### config.mk
export PLATFORM = sky130hd
export DESIGN_NAME = reg_file_flat
export DESIGN_NICKNAME = d
export VERILOG_FILES = /design/src/rtl/reg_file_pkg.sv /design/src/rtl/reg_file_if.sv /design/src/rtl/reg_file_sp_unit.sv /design/src/rtl/reg_file.sv /design/src/flat_wrapper.sv
export SDC_FILE = /design/constraint.sdc
export NUM_CORES = 1
export LEC_CHECK = 0
export ABC_CLOCK_PERIOD_IN_PS = 3050
export CORE_ASPECT_RATIO = 0.9
export CORE_MARGIN = 4
export CORE_UTILIZATION = 40
export DETAILED_ROUTE_END_ITERATION = 6
export PLACE_DENSITY = 0.64
export RECOVER_POWER = 25
export SYNTH_ARGS = -nofsm -noshare
export SYNTH_HDL_FRONTEND = slang
export SYNTH_HIERARCHICAL = 1
export SYNTH_SLANG_ARGS = --single-unit
### constraint.sdc
create_clock -name clk -period 3.05 [get_ports clk]
set_input_delay 0.7625 -clock clk [delete_from_list [all_inputs] [get_ports clk]]
set_output_delay 0.7625 -clock clk [all_outputs]
set_load 0.1 [all_outputs]
### src/rtl/reg_file_pkg.sv
// Shared defaults and index type for the register file and its stack-pointer unit.
package reg_file_pkg;
    localparam int                 DEF_WIDTH    = 16;
    localparam int                 DEF_NREGS    = 8;
    localparam int                 DEF_ADDR_W   = $clog2(DEF_NREGS);
    localparam logic [DEF_WIDTH-1:0] DEF_SP_RESET = '1;

    typedef logic [DEF_ADDR_W-1:0] reg_idx_t;
endpackage

### src/rtl/reg_file_if.sv
// Read/write/stack bus between the datapath controller (master) and the register file (slave).
interface reg_file_if #(
    parameter int WIDTH  = 16,
    parameter int NREGS  = 8,
    parameter int ADDR_W = $clog2(NREGS)
) ();
    logic [ADDR_W-1:0] rd_addr_a;
    logic [WIDTH-1:0]  rd_data_a;
    logic [ADDR_W-1:0] rd_addr_b;
    logic [WIDTH-1:0]  rd_data_b;
    logic              wr_en;
    logic [ADDR_W-1:0] wr_addr;
    logic [WIDTH-1:0]  wr_data;
    logic              sp_push;
    logic              sp_pop;
    logic [WIDTH-1:0]  sp_out;
    logic              sp_ovf;
    logic              sp_unf;

    modport master (
        output rd_addr_a, rd_addr_b, wr_en, wr_addr, wr_data, sp_push, sp_pop,
        input  rd_data_a, rd_data_b, sp_out, sp_ovf, sp_unf
    );

    modport slave (
        input  rd_addr_a, rd_addr_b, wr_en, wr_addr, wr_data, sp_push, sp_pop,
        output rd_data_a, rd_data_b, sp_out, sp_ovf, sp_unf
    );
endinterface

### src/rtl/reg_file_sp_unit.sv
// Saturating stack pointer with sticky overflow/underflow flags.
module sp_unit #(
    parameter int               WIDTH    = 16,
    parameter logic [WIDTH-1:0] SP_RESET = '1
) (
    input  logic             clk,
    input  logic             reset,
    input  logic             push,
    input  logic             pop,
    output logic [WIDTH-1:0] sp_out,
    output logic             sp_ovf,
    output logic             sp_unf
);
    logic [WIDTH-1:0] sp_q, sp_d;
    logic             ovf_q, ovf_d;
    logic             unf_q, unf_d;

    function automatic logic [WIDTH-1:0] dec_sat(input logic [WIDTH-1:0] v);
        return (v == '0) ? v : v - 1'b1;
    endfunction

    function automatic logic [WIDTH-1:0] inc_sat(input logic [WIDTH-1:0] v);
        return (v == '1) ? v : v + 1'b1;
    endfunction

    // Simultaneous push and pop cancel out and leave the flags untouched.
    always_comb begin
        sp_d  = sp_q;
        ovf_d = ovf_q;
        unf_d = unf_q;
        unique case ({push, pop})
            2'b10: begin
                sp_d = dec_sat(sp_q);
                if (sp_q == '0) ovf_d = 1'b1;
            end
            2'b01: begin
                sp_d = inc_sat(sp_q);
                if (sp_q == '1) unf_d = 1'b1;
            end
            default: ;
        endcase
    end

    always_ff @(posedge clk) begin
        if (reset) begin
            sp_q  <= SP_RESET;
            ovf_q <= 1'b0;
            unf_q <= 1'b0;
        end else begin
            sp_q  <= sp_d;
            ovf_q <= ovf_d;
            unf_q <= unf_d;
        end
    end

    assign sp_out = sp_q;
    assign sp_ovf = ovf_q;
    assign sp_unf = unf_q;
endmodule

### src/rtl/reg_file.sv
// Two-read/one-write register file with write-through bypass and a saturating stack pointer.
module reg_file
    import reg_file_pkg::*;
#(
    parameter int               WIDTH    = DEF_WIDTH,
    parameter int               NREGS    = DEF_NREGS,
    parameter logic [WIDTH-1:0] SP_RESET = '1
) (
    input  logic       clk,
    input  logic       reset,
    reg_file_if.slave  bus
);
    logic [WIDTH-1:0] regs_q [NREGS];
    logic [WIDTH-1:0] regs_d [NREGS];

    always_comb begin
        regs_d = regs_q;
        if (bus.wr_en) regs_d[bus.wr_addr] = bus.wr_data;
    end

    always_ff @(posedge clk) begin
        if (reset) begin
            for (int i = 0; i < NREGS; i++) regs_q[i] <= '0;
        end else begin
            regs_q <= regs_d;
        end
    end

    // Bypass is purely combinational, so it stays live even while reset is held.
    assign bus.rd_data_a = (bus.wr_en && bus.wr_addr == bus.rd_addr_a) ? bus.wr_data
                                                                       : regs_q[bus.rd_addr_a];
    assign bus.rd_data_b = (bus.wr_en && bus.wr_addr == bus.rd_addr_b) ? bus.wr_data
                                                                       : regs_q[bus.rd_addr_b];

    sp_unit #(
        .WIDTH    (WIDTH),
        .SP_RESET (SP_RESET)
    ) u_sp_unit (
        .clk    (clk),
        .reset  (reset),
        .push   (bus.sp_push),
        .pop    (bus.sp_pop),
        .sp_out (bus.sp_out),
        .sp_ovf (bus.sp_ovf),
        .sp_unf (bus.sp_unf)
    );
endmodule

### src/flat_wrapper.sv
// flat-port wrapper written by rule: the top's interface ports become plain ports
module reg_file_flat import reg_file_pkg::*;
#(
    parameter int               WIDTH    = DEF_WIDTH,
    parameter int               NREGS    = DEF_NREGS,
    parameter logic [WIDTH-1:0] SP_RESET = '1
)
  (clk, reset, bus_rd_addr_a, bus_rd_addr_b, bus_wr_en, bus_wr_addr, bus_wr_data, bus_sp_push, bus_sp_pop, bus_rd_data_a, bus_rd_data_b, bus_sp_out, bus_sp_ovf, bus_sp_unf);
  reg_file_if #(.WIDTH(WIDTH), .NREGS(NREGS)) bus_i ();
  input  logic clk;
  input  logic reset;
  input wire logic [$bits(bus_i.rd_addr_a)-1:0] bus_rd_addr_a;
  input wire logic [$bits(bus_i.rd_addr_b)-1:0] bus_rd_addr_b;
  input wire logic [$bits(bus_i.wr_en)-1:0] bus_wr_en;
  input wire logic [$bits(bus_i.wr_addr)-1:0] bus_wr_addr;
  input wire logic [$bits(bus_i.wr_data)-1:0] bus_wr_data;
  input wire logic [$bits(bus_i.sp_push)-1:0] bus_sp_push;
  input wire logic [$bits(bus_i.sp_pop)-1:0] bus_sp_pop;
  output wire logic [$bits(bus_i.rd_data_a)-1:0] bus_rd_data_a;
  output wire logic [$bits(bus_i.rd_data_b)-1:0] bus_rd_data_b;
  output wire logic [$bits(bus_i.sp_out)-1:0] bus_sp_out;
  output wire logic [$bits(bus_i.sp_ovf)-1:0] bus_sp_ovf;
  output wire logic [$bits(bus_i.sp_unf)-1:0] bus_sp_unf;
  assign bus_i.rd_addr_a = bus_rd_addr_a;
  assign bus_i.rd_addr_b = bus_rd_addr_b;
  assign bus_i.wr_en = bus_wr_en;
  assign bus_i.wr_addr = bus_wr_addr;
  assign bus_i.wr_data = bus_wr_data;
  assign bus_i.sp_push = bus_sp_push;
  assign bus_i.sp_pop = bus_sp_pop;
  assign bus_rd_data_a = bus_i.rd_data_a;
  assign bus_rd_data_b = bus_i.rd_data_b;
  assign bus_sp_out = bus_i.sp_out;
  assign bus_sp_ovf = bus_i.sp_ovf;
  assign bus_sp_unf = bus_i.sp_unf;
  reg_file #(.WIDTH(WIDTH), .NREGS(NREGS), .SP_RESET(SP_RESET)) u_core (.clk(clk), .reset(reset), .bus(bus_i));
endmodule
==> summary by stage, run 1 <==
Power
Per report_power, the combinational group accounts for between 20 and 30% of the total. Sequential cells burn about 36% of the power. Of the total power, the share spent switching nets is ~32%.

The internal power is roughly 3.9 mW. In this run the power spent charging and discharging nets is 1.86 mW. The worst-case IR drop observed on VDD is 0.359 mV. Per report_power, the clock group accounts for approximately 38% of the total.

The power per cell area is just under 500 nW/um^2. In this run the static leakage power is approximately 4.5 nW.

Cells and area
The total of fill cells in the finished design is around 1900. The sequential cell area is a little under 3000 sq um. The area added between synthesis and finish is 32.5%. The area of combinational cells with multiple inputs is around 5300 sq um. The fraction of layout cells with a size suffix above 1 is around 32%.

At the end of the flow, the number of nets in the layout was 1103. The final standard cell count with taps included and fillers excluded is roughly 1400. The finished cells cover 11600 sq um. The number of antenna diodes in the final layout is 0.

Job
Across the run, the number of max-cap violations was 0.

Clock tree
The number of buffers added by the clock tree synthesis step is 17. The maximum level of the CTS H-tree is 4. The clock tree from TritonCTS is done. The later pin in the worst-skew pair is clocked with a latency of between 0.4 and 0.5 ns. The number of hold buffers added after CTS was 0. No sink is reached through more buffers than the 2 on the longest clock path. The number of clock sinks seen by CTS is 146. The clock-pin slew on the worst setup and hold paths is ~0.060 ns. The clock root buffer master is clkbuf_16.

Synthesis
The synthesized netlist net count is roughly 970. dfxtp_1 takes more of the synthesized area than any other cell. After synthesis, the cell types taking the most area are dfxtp_1 (33%), mux4_1 (16%), nand2_1 (11%). The number of cells produced by synthesis is 920.

The mapped netlist covers approximately 8700 sq um. Yosys printed 6 warnings. The synthesized design contains 0 enable-type register cells. In the synthesized netlist, the cells that appear most often are nand2_1 (264), a21oi_1 (150), dfxtp_1 (146), clkbuf_1 (55), mux4_1 (53). The number of storage elements in the synthesis netlist is 146. The library cell with the highest instance count after synthesis is nand2_1.

After synthesis, the mean cell area works out to about 9.5 sq um. For this run, asynchronously set or reset flops after synthesis account for 0%. The number of distinct library cells after synthesis is 53. The share of the Yosys chip area taken by registers is approximately a third.

The most used flip-flop cell after synthesis is dfxtp_1. The fraction of synthesized cell area taken by the top area cell type is between 30% and 40%.

Place
Routability-driven placement finished with a final weighted congestion of 0.866. In this run the tool buffered the top-level ports with between 70 and 80 buffer cells. The HPWL after detailed placement is 17.7 mm.

Once placement completed, the tool counted placed cells totaling between 1000 and 1500. The placed instance area is between 10000 and 15000 sq um. The pre-CTS worst setup slack is -0.225 ns.

Worst setup path
The critical path startpoint category is an input port. The type of the setup path with the least slack is input port to output port. STA puts the critical path data arrival time at about 2.3 ns. The logic depth of the worst register-to-register path is 6. In this run the critical register-to-register path is captured at u_core/u_sp_unit/sp_out[2].

The worst register-to-register path begins at u_core/u_sp_unit/sp_out[3]. STA classifies the critical path endpoint as an output port. The maximum fanout along the worst path is 7. For flop-to-flop paths, the worst setup slack is 0.78 ns.

The data required time at the worst endpoint is between 2 and 2.5 ns.

Timing
The slew at the pin with the worst max-slew slack is ~1.2 ns. The ratio of final minimum period to clock period is 101%. On the final layout, the worst clock skew is 0.00699 ns.

Timing would allow up to around 0.32 GHz. The number of hold violations in the final report was 0. For the finished layout, the period the worst path requires is just over 3 ns. The worst slew slack as a fraction of its limit is 22.9%. Setup repair after global routing could not meet its margin everywhere. The setup slack after layout is -0.0336 ns. The final-report max-slew violation count is 0. The number of setup violations in the final report is 5.

Floorplanning
The die is between 150 and 200 microns wide. The floorplan step defined a core boundary enclosing roughly 22000 sq um. For this configuration, the core starts out at a cell density of 40.5%. The count of boundary I/O pins is 80. The count of standard-cell rows is 51. The die area is roughly 24000 sq um.

The height of the chip is 148 microns.

Worst hold path
The class of the tightest hold or removal check is register to register. Counting instances, the worst hold path has a depth of 2. The source of the worst hold timing path is u_core/regs_q[109]. The path with the worst hold slack has its endpoint at u_core/regs_q[109].

Route
The detailed router's first-iteration violation count is approximately 830. For this run, the detailed router's first-pass iteration total came to 5. The remaining routing DRC violations is 0. In the final routed layout, each cell accounts on average for around 21 microns. The detailed router placed approximately 7800 vias in this run.

Wires add up to around 29 mm. The count of nets left with antenna violations once routing finished came out at 0. The number of vias per cell after detailed routing is 5.74.

Global routing
The maximum number of pins on one net before global-route repair is just under 60. The wire length of the first global-routing pass is between 40 and 50 mm. The initial antenna violation count is 0. The via count of the first global-routing pass is 7642. The final global-route overflow total is 0. Across every metal layer, demand over resource in global routing totals about a quarter.

Run status
The run finished, with violations left. The final reports fail on negative setup slack.
per-layer routing:
metal,part of all wire [%],track usage [%]
met5,0,0
met1,41,30.4
met3,7.5,5.57
met4,4.2,11.4
met2,48,38.2
logic make-up (layout without fill, tap and decap cells):
family | Yosys count | after routing | synth area share, %
and+or+nand+nor | 329 | 329 | 16.5
AOI/OAI and AO/OA | 189 | 189 | 11.8
DFF | 146 | 146 | 33.5
muxes | 130 | 130 | 28.2
buffers and inverters | 94 | 244 | 6.06
adders and majority gates | 16 | 16 | 2.38
xor gates and xnor gates | 16 | 16 | 1.60
final cells by class:
cell class,instances,share of cell area (%)
Timing Repair Buffer,208,21.0
Multi-Input combinational cell,680,45.4
Clock buffer,19,3.74
Inverter,4,0.130
Sequential cell,146,25.3
Clock inverter,13,1.37
Tap cell,291,3.15
through the flow:
stage / total power, mW / utilization, % / setup TNS (ns) / hold WS (ns)
finish: 5.75 / 53.7 / -0.0629 / 0.466
global route: 5.93 / 53.7 / -0.385 / 0.490
detailed placement: 3.51 / 49.5 / -5.05 / 0.457
floorplan: 3.03 / - / 0 / 0.440
CTS: 5.76 / 54.0 / -0.0861 / 0.465
global placement: 3.51 / 49.5 / -4.63 / 0.447
worst max-delay path by stage:
stage | to | from | depth (start not counted) | slack [ns]
floorplan | bus_rd_data_b[10] | bus_rd_addr_b[1] | 6 | 0.02
global placement | u_core/u_sp_unit/sp_out[15] | bus_sp_push | 10 | -0.16
detailed placement | u_core/u_sp_unit/sp_out[12] | bus_sp_push | 11 | -0.22
CTS | bus_rd_data_a[5] | bus_rd_addr_a[0] | 7 | -0.04
global route | bus_rd_data_a[5] | bus_rd_addr_a[0] | 7 | -0.06
finish | bus_rd_data_a[5] | bus_rd_addr_a[0] | 7 | -0.03
cell usage in the layout (no fill, tap or decap), types with 10 or more instances in the layout:
cell	synthesis	routed
nand2_1	264	264
a21oi_1	150	150
dfxtp_1	146	146
buf_4	7	107
mux4_2	11	63
mux2_4	22	55
buf_12	4	51
clkdlybuf4s50_1	0	18
clkbuf_16	0	17
ha_1	15	15
nor2_1	12	12
buf_6	9	10
power groups by stage:
| stage | registers [mW] | clock network, mW | logic [mW] |
|---|---|---|---|
| final | 2.05 | 2.16 | 1.54 |
| after global routing | 2.06 | 2.25 | 1.62 |
| after CTS | 2.05 | 2.18 | 1.53 |
| after detailed placement | 2.09 | 0 | 1.43 |
| after global placement | 2.08 | 0 | 1.42 |
| after floorplan | 2.27 | 0 | 0.755 |
critical path, cell delays in order:
cell and delay, ns:
buf_12 0.12, buf_12 0.13, buf_6 0.09, mux4_2 0.49, mux2_4 0.28, mux2_4 0.28
buf_12 0.17
registers in the layout, summed over array words and instances, names as in the netlist:
| name | flops |
|---|---|
| u_core/u_sp_unit/sp_ovf | 1 |
| u_core/u_sp_unit/sp_unf | 1 |
| u_core/regs_q | 128 |
| u_core/u_sp_unit/sp_out | 16 |
repair_timing:
| action | CTS | global route |
|---|---|---|
| pin swaps | 3 | 5 |
| cloned | 10 | 0 |
| buffers inserted | 14 | 0 |
| setup endpoints to repair | 32 | 30 |
| resized for setup | 106 | 35 |
No activity file was read; power rests on OpenSTA's default activity.
==> inputs of run 2 (changes only) <==
SLEW_MARGIN = 5   (was not set)
==> results of run 2 <==
The final DEF is identical to that of run 1; final timing and power are the same.
